`src/rtl/load_store_unit.sv`:
```
// Load/store unit: memory-access stage fed by the execute ALU.
// Runs one load or store over a valid/ready data-memory port, holds busy
// until the access completes, and returns lane-aligned extended load data.
// Optional feature: define LSU_TIMEOUT_EN to abort REQ/WAIT after
// TIMEOUT_CYCLES cycles with bus_error=1.
module load_store_unit #(
    parameter int TIMEOUT_CYCLES = 256
) (
    input  logic        clk,
    input  logic        rst_n,
    input  logic        start,
    input  logic        is_store,
    input  logic [2:0]  funct,
    input  logic [31:0] addr,
    input  logic [31:0] store_data,
    output logic        busy,
    output logic        done,
    output logic [31:0] load_data,
    output logic        misaligned,
    output logic        illegal,
    output logic        bus_error,
    output logic        mem_req,
    output logic        mem_we,
    output logic [31:0] mem_addr,
    output logic [31:0] mem_wdata,
    output logic [3:0]  mem_wstrb,
    input  logic        mem_ready,
    input  logic        mem_rvalid,
    input  logic [31:0] mem_rdata
);

    typedef enum logic [1:0] {
        ST_IDLE = 2'd0,
        ST_REQ  = 2'd1,
        ST_WAIT = 2'd2,
        ST_DONE = 2'd3
    } state_t;

    state_t      r_state;
    state_t      w_next_state;

    logic        r_we;
    logic [2:0]  r_funct;
    logic [1:0]  r_off;
    logic [31:0] r_mem_addr;
    logic [31:0] r_wdata;
    logic [3:0]  r_wstrb;
    logic [31:0] r_load_data;
    logic        r_misaligned;
    logic        r_illegal;
    logic        r_bus_error;

    logic        w_illegal;
    logic        w_misaligned;
    logic        w_req_error;
    logic [31:0] w_wdata;
    logic [3:0]  w_wstrb;
    logic [31:0] w_shifted;
    logic [31:0] w_load_ext;
    logic        w_timeout_hit;

    // Classify the incoming request: illegal funct wins over misalignment.
    always_comb begin
        // NOTE: every signal gets a default first so no path can infer a latch.
        w_illegal    = 1'b0;
        w_misaligned = 1'b0;
        if (is_store) begin
            w_illegal = funct[2] | (funct[1:0] == 2'b11);
        end else begin
            w_illegal = (funct[1:0] == 2'b11) | (funct == 3'b110);
        end
        case (funct[1:0])
            2'b01:   w_misaligned = addr[0];
            2'b10:   w_misaligned = (addr[1:0] != 2'b00);
            default: w_misaligned = 1'b0;
        endcase
        w_req_error = w_illegal | w_misaligned;
    end

    // Replicate store data across lanes and build byte enables (none on loads).
    always_comb begin
        w_wdata = 32'h0;
        w_wstrb = 4'b0000;
        if (is_store) begin
            case (funct[1:0])
                2'b00: begin
                    w_wdata = {4{store_data[7:0]}};
                    w_wstrb = 4'b0001 << addr[1:0];
                end
                2'b01: begin
                    w_wdata = {2{store_data[15:0]}};
                    w_wstrb = 4'b0011 << addr[1:0];
                end
                default: begin
                    w_wdata = store_data;
                    w_wstrb = 4'b1111;
                end
            endcase
        end
    end

    // Shift the addressed lane down and sign/zero-extend it.
    always_comb begin
        w_shifted = mem_rdata >> {r_off, 3'b000};
        case (r_funct)
            3'b000:  w_load_ext = {{24{w_shifted[7]}}, w_shifted[7:0]};
            3'b001:  w_load_ext = {{16{w_shifted[15]}}, w_shifted[15:0]};
            3'b100:  w_load_ext = {24'h0, w_shifted[7:0]};
            3'b101:  w_load_ext = {16'h0, w_shifted[15:0]};
            default: w_load_ext = mem_rdata;
        endcase
    end

`ifdef LSU_TIMEOUT_EN
    localparam int CNT_W = ($clog2(TIMEOUT_CYCLES + 1) > 8) ? $clog2(TIMEOUT_CYCLES + 1) : 8;

    logic [CNT_W-1:0] r_timeout_cnt;

    // Count cycles spent waiting on memory; cleared whenever not in REQ/WAIT.
    always_ff @(posedge clk) begin
        if (!rst_n) begin
            r_timeout_cnt <= '0;
        end else if (r_state == ST_REQ || r_state == ST_WAIT) begin
            r_timeout_cnt <= r_timeout_cnt + 1'b1;
        end else begin
            r_timeout_cnt <= '0;
        end
    end

    assign w_timeout_hit = (r_state == ST_REQ || r_state == ST_WAIT) &&
                           (r_timeout_cnt == CNT_W'(TIMEOUT_CYCLES - 1));
`else
    logic w_unused_timeout_cfg;
    assign w_unused_timeout_cfg = (TIMEOUT_CYCLES > 0);
    assign w_timeout_hit        = 1'b0;
`endif

    // State register.
    always_ff @(posedge clk) begin
        // NOTE: sequential state uses non-blocking assignments so every flop samples pre-edge values.
        if (!rst_n) begin
            r_state <= ST_IDLE;
        end else begin
            r_state <= w_next_state;
        end
    end

    // Next-state logic; a memory handshake takes priority over a timeout in the same cycle.
    always_comb begin
        w_next_state = r_state;
        case (r_state)
            ST_IDLE: begin
                if (start) w_next_state = w_req_error ? ST_DONE : ST_REQ;
            end
            ST_REQ: begin
                if (mem_ready)          w_next_state = r_we ? ST_DONE : ST_WAIT;
                else if (w_timeout_hit) w_next_state = ST_DONE;
            end
            ST_WAIT: begin
                if (mem_rvalid || w_timeout_hit) w_next_state = ST_DONE;
            end
            default: w_next_state = ST_IDLE;
        endcase
    end

    // Latch the request in IDLE; capture load data or the abort result later.
    always_ff @(posedge clk) begin
        // NOTE: every output-visible register is reset so reset forces all outputs to 0.
        if (!rst_n) begin
            r_we         <= 1'b0;
            r_funct      <= 3'b000;
            r_off        <= 2'b00;
            r_mem_addr   <= 32'h0;
            r_wdata      <= 32'h0;
            r_wstrb      <= 4'b0000;
            r_load_data  <= 32'h0;
            r_misaligned <= 1'b0;
            r_illegal    <= 1'b0;
            r_bus_error  <= 1'b0;
        end else begin
            case (r_state)
                ST_IDLE: begin
                    if (start) begin
                        r_we         <= is_store;
                        r_funct      <= funct;
                        r_off        <= addr[1:0];
                        r_mem_addr   <= {addr[31:2], 2'b00};
                        r_wdata      <= w_wdata;
                        r_wstrb      <= w_wstrb;
                        r_misaligned <= w_misaligned & ~w_illegal;
                        r_illegal    <= w_illegal;
                        r_bus_error  <= 1'b0;
                        if (w_req_error) r_load_data <= 32'h0;
                    end
                end
                ST_REQ: begin
                    if (!mem_ready && w_timeout_hit) begin
                        r_bus_error <= 1'b1;
                        r_load_data <= 32'h0;
                    end
                end
                ST_WAIT: begin
                    if (mem_rvalid) begin
                        r_load_data <= w_load_ext;
                    end else if (w_timeout_hit) begin
                        r_bus_error <= 1'b1;
                        r_load_data <= 32'h0;
                    end
                end
                default: ;
            endcase
        end
    end

    assign busy       = (r_state != ST_IDLE);
    assign done       = (r_state == ST_DONE);
    assign mem_req    = (r_state == ST_REQ);
    assign mem_we     = r_we;
    assign mem_addr   = r_mem_addr;
    assign mem_wdata  = r_wdata;
    assign mem_wstrb  = r_wstrb;
    assign load_data  = r_load_data;
    assign misaligned = r_misaligned;
    assign illegal    = r_illegal;
    assign bus_error  = r_bus_error;

endmodule

```
`config.mk`:
```
export PLATFORM = sky130hd
export DESIGN_NAME = load_store_unit
export DESIGN_NICKNAME = d
export VERILOG_FILES = /design/src/rtl/load_store_unit.sv
export SDC_FILE = /design/constraint.sdc
export NUM_CORES = 1
export LEC_CHECK = 0
export BUFFER_PORTS_ARGS = -buffer_cell sky130_fd_sc_hd__buf_2
export CAP_MARGIN = 20
export CORE_UTILIZATION = 49
export DETAILED_ROUTE_END_ITERATION = 10
export PLACE_DENSITY = 0.84
export RECOVER_POWER = 50
export SKIP_LAST_GASP = 1
export SYNTH_ARGS = -nofsm -noshare
export SYNTH_HDL_FRONTEND = slang
export SYNTH_SLANG_ARGS = --single-unit
```
`constraint.sdc`:
```
create_clock -name clk -period 2.21 [get_ports clk]
set_input_delay 0.3315 -clock clk [delete_from_list [all_inputs] [get_ports clk]]
set_output_delay 0.3315 -clock clk [all_outputs]
set_load 0.1 [all_outputs]
```
### Word level (Yosys, flattened, before mapping)

Index checks and enable logic that the tools add are counted.

* bitwise gates (word level): 5
* reduce and logical (&&, ||, !) cells: 9
* eq/ne operators: 14
* multiplexer cells: 17
* shift-type cells: 3

Operators with widths (count)
* $mux W32: 4
* $pmux W32 S2: 2
* $pmux W32 S4: 1
* $shr A32 B5 Y16: 1
* $eq A3 B3 Y1 const B: 3
* $eq A2 B2 Y1 const B: 4
* $mux W2: 4
* $pmux W4 S2: 1
* $ne A2 B2 Y1 const B: 3
* $pmux W2 S3: 1
* $reduce_bool A2 Y1: 3
* $eq A2 B1 Y1 const B: 2
* $logic_not A2 Y1: 2
* $mux W4: 1
* $reduce_and A4 Y1: 1
* $shl A1 B2 Y4 const A: 1
* $shl A2 B2 Y4 const A: 1
* $eq A3 B1 Y1 const B: 1
* $logic_not A3 Y1: 1
* $or A1 B1 Y1: 3
* $reduce_and A3 Y1: 1
* $mux W1: 2
* $ne A2 B1 Y1 const B: 1
* $pmux W1 S2: 1
* 3 further kinds: 3

* input port bits: 105
* output and inout bits: 107
* bits in registers: 108

### Longest topological paths before layout

* word-level depth: 7
* depth in mapped cells: 10

### Least setup slack after synthesis

OpenSTA, ideal clock, no wires.

* path type: reg2reg
* start: register r_state[0]
* end: register r_load_data[20], in the netlist load_data[20]
* path buffers: 2
* cell stages (with the launch flop): 9
* arrival time: 2.373 ns
* path slack: -0.285 ns
* path through: dfxtp_1 inv_1 ha_1 inv_1 o21ai_2 and2_1 buf_2 buf_2 a221o_1

* cells in the longest elaborated chain, start to end: 3
* elaborated cells between the ends (all ways): 8

Ends and longest elaborated chain
* start: declaration: RTL line 39 `state_t r_state;`
* start signal: assignment: RTL line 144 `r_state <= w_next_state;`
* $eq A2 B2 Y1 or $logic_not A2 Y1 (tied branches): RTL line 181 `case (r_state)`
* $ne A2 B2 Y1 (no source line) or $reduce_bool A2 Y1 (tied branches)
* $reduce_and A4 Y1 (no source line)
* end signal: assignment: RTL line 204 `r_load_data <= w_load_ext;`
* end: declaration: RTL line 48 `logic [31:0] r_load_data;`

Parallel ways exist; a longest one is shown, timed or not.
A chain may end at the register's enable or synchronous reset.

### Final worst setup path

* start: register r_state[0]
* end: register r_load_data[13], in the netlist load_data[13]

The elaborated chain is that of the path after synthesis.

==> results by group <==
Outcome
  • Status: complete, no violations

Drt
  • Pre-antenna DRT Iters: 5
  • Drt total wl: 14750 um
  • WL/cell: 15.69 um
  • Iter 0 DRT Violations: 301
  • Residual DRC: 0
  • Via count: 5213
  • Antenna-violating nets left: 0
  • Via density: 5.546

Synthesis
  • Most frequent cell after synthesis: nand2_1
  • Top cells by count, synth: nand2_1, dfxtp_1, nor2b_1
  • Main area contributors after synthesis: dfxtp_1, nand2_1, a21boi_0, nor2b_1, a22oi_1
  • Cell count after synthesis: 614
  • Synthesized area per cell: 8.502 um^2
  • Register area share after synthesis: 41.42%
  • Main synth FF type: dfxtp_1
  • Yosys warns: 0
  • Top cell type's share of synthesized area: 41.42%
  • Post-synth EDFFs: 0
  • Synthesized flop and latch total: 108
  • Library cells used by synthesis: 42
  • Largest area contributor in the netlist: dfxtp_1
  • Share of flip-flops with an asynchronous set or reset: 0%
  • Post-Syn Area: 5220 um^2

Place
  • Buffers on Ports: 208
  • Hpwl dp: 10880 um
  • RePlAce Congestion: 0.9058
  • Post-Place Cells: 923
  • Pre-CTS setup slack: -0.07461 ns

Setup path
  • Critical path class: reg -> reg
  • Startpoint class of the critical path: flip-flop
  • Worst path arrival time: 2.34 ns
  • Reg2Reg Setup Slack: 0.16 ns
  • CP required: 2.50 ns
  • Critical path fanouts, max: 18
  • Critical Path Sink Type: flip-flop

Finish
  • Share of cells above drive strength 1: 21.79%
  • Synth-to-layout area growth: 24.28%
  • Nets: 912
  • Post-Layout Cell Count: 940

Timing
  • Slew Limit Fails: 0
  • Fmax: 487.3 MHz
  • Post-layout min period: 2.052 ns
  • Tcrit/Tclk final: 92.85%
  • Final setup viols: 0
  • Max-slew headroom: 19.57%
  • Post-route setup slack: 0.1579 ns
  • Fin. Hold Viols: 0
  • Clock skew: 0.008909 ns
  • Least-Margin Pin Slew: 1.212 ns
  • RSZ-0062 raised after global routing: no

Clocking
  • Total clock sinks: 108
  • Clock-pin transition on the worst setup and hold timing paths: 0.10 ns
  • Setup bufs post-CTS: 0
  • Clk root buf: clkbuf_8
  • Total CTS buffers: 9
  • CTS H-tree depth: 3
  • Clk_lat worst skew: 0.37 ns
  • Hold buffers post-CTS: 0
  • Clk buf depth: 2
  • CTS tree: yes

Pwr
  • Switching Share: 48.97%
  • Seq pwr share: 32.6%
  • Pwr Total: 7174 uW
  • Pleak: 0.002674 uW
  • Clk network pwr share: 19.3%
  • Power per Cell Area: 1106 nW/um^2
  • Sw power: 3513 uW
  • Worst vdd ir: 0.0006356 V
  • Comb pwr share: 48.1%
  • Internal power: 3661 uW

GRT
  • Initial antenna violation count: 0
  • Total gr overflow: 0
  • M2 GR Usage: 44.08%
  • GR Util met1: 33.58%
  • Largest net degree at the start of global routing: 68
  • Vias in the first global route: 5068
  • Total Routing Usage GR: 26.98%
  • Met3 usage: 5.690%
  • Grt peak-use layer: met2
  • First-pass GRT wire length: 24070 um

Floorplan
  • Die extent in x: 105.2 um
  • DIE HEIGHT: 105.2 um
  • Top Ports: 212
  • Area of the die: 11070 um^2
  • Starting density of the core: 50.56%
  • Num rows: 37
  • Core area: 10320 um^2

Job
  • Max Cap Viol: 0

Hold path
  • Min-delay worst type: in -> reg
[worst paths after layout]
kind	cells past startpoint	end	from
hold reg to reg	2	mem_addr[23]	mem_addr[23]
hold / removal	3	mem_addr[17]	addr[17]
setup reg to reg	8	load_data[13]	r_state[0]
setup / recovery	8	load_data[13]	r_state[0]
[power by group through the flow]
stage,logic (uW),clock network [uW],registers (uW)
after global placement,3430,0,2360
after detailed placement,3500,0,2370
final,3450,1380,2340
after CTS,3500,1410,2330
after floorplan,1420,0,3760
after global routing,3670,1470,2370
[layout make-up]
type,instances,area (um^2)
diodes,1,2.502
well taps,136,170.2
clock inverters,4,70.07
inverters,7,30.03
multi-input cells,447,2811
clock buffers,12,165.2
flip-flops and latches,108,2163
repair buffers,225,1075
fillers,930,3836
[flip-flops by register name (all words and copies together) (netlist names)]
signal / count
illegal: 1
misaligned: 1
r_state: 2
r_off: 2
mem_wdata: 32
mem_wstrb: 4
mem_addr: 30
r_funct: 3
load_data: 32
mem_we: 1
[metal layers]
metal | wire (um) | vias to the layer above
met4 | 433 | 0
met5 | 0 | -
li1 | - | 2498
met1 | 5994 | 2425
met3 | 1277 | 32
met2 | 7044 | 258
[cells in the final DEF (no fill, tap or decap), types with 12 or more instances in the layout]
master    instances
nand2_1         127
buf_2           109
buf_4            14
dfxtp_1         107
clkbuf_8         12
a221o_1          16
a21oi_1          24
mux2_2           13
nand2b_1         13
a22oi_1          45
and3_1           17
a21boi_0         48
clkbuf_1         92
nor2b_1          57
[critical path: stages (launching register included)]
cell and delay [ns]:
dfxtp_1 0.43, inv_2 0.08, ha_4 0.19, nor2b_1 0.17
nor2_1 0.15, o21a_1 0.19, buf_4 0.26, o311ai_2 0.24
o2bb2ai_1 0.26
[stage by stage]
stage / setup TNS [ns] / hold slack (ns) / area, um^2 / utilization [%]
after floorplan: 0 / 0.4600 / 5250 / -
after global placement: 0 / 0.4466 / 6361 / 61.62
after detailed placement: -0.3500 / 0.4533 / 6361 / 61.62
after CTS: 0 / 0.1764 / 6596 / 63.90
after global routing: 0 / 0.1889 / 6485 / 62.82
final: 0 / 0.1898 / 6487 / 62.84
[cells by family (layout without fill, tap and decap cells)]
| logic type | after synthesis | in the layout | synth area share (%) |
|---|---|---|---|
| AOI/OAI and AO/OA | 173 | 173 | 24.23 |
| adders and majority gates | 9 | 9 | 2.157 |
| buffers and inverters | 61 | 248 | 5.393 |
| DFF | 108 | 108 | 41.42 |
| muxes | 19 | 19 | 4.195 |
| other | 1 | 4 | 0.07184 |
| and+or+nand+nor | 243 | 243 | 22.53 |
[timing repair]
action	in CTS	in global routing
hold endpoints to repair	0	0
endpoints found under the setup margin	0	6
gates resized for setup	0	1
(Power assumes the default switching activity.)
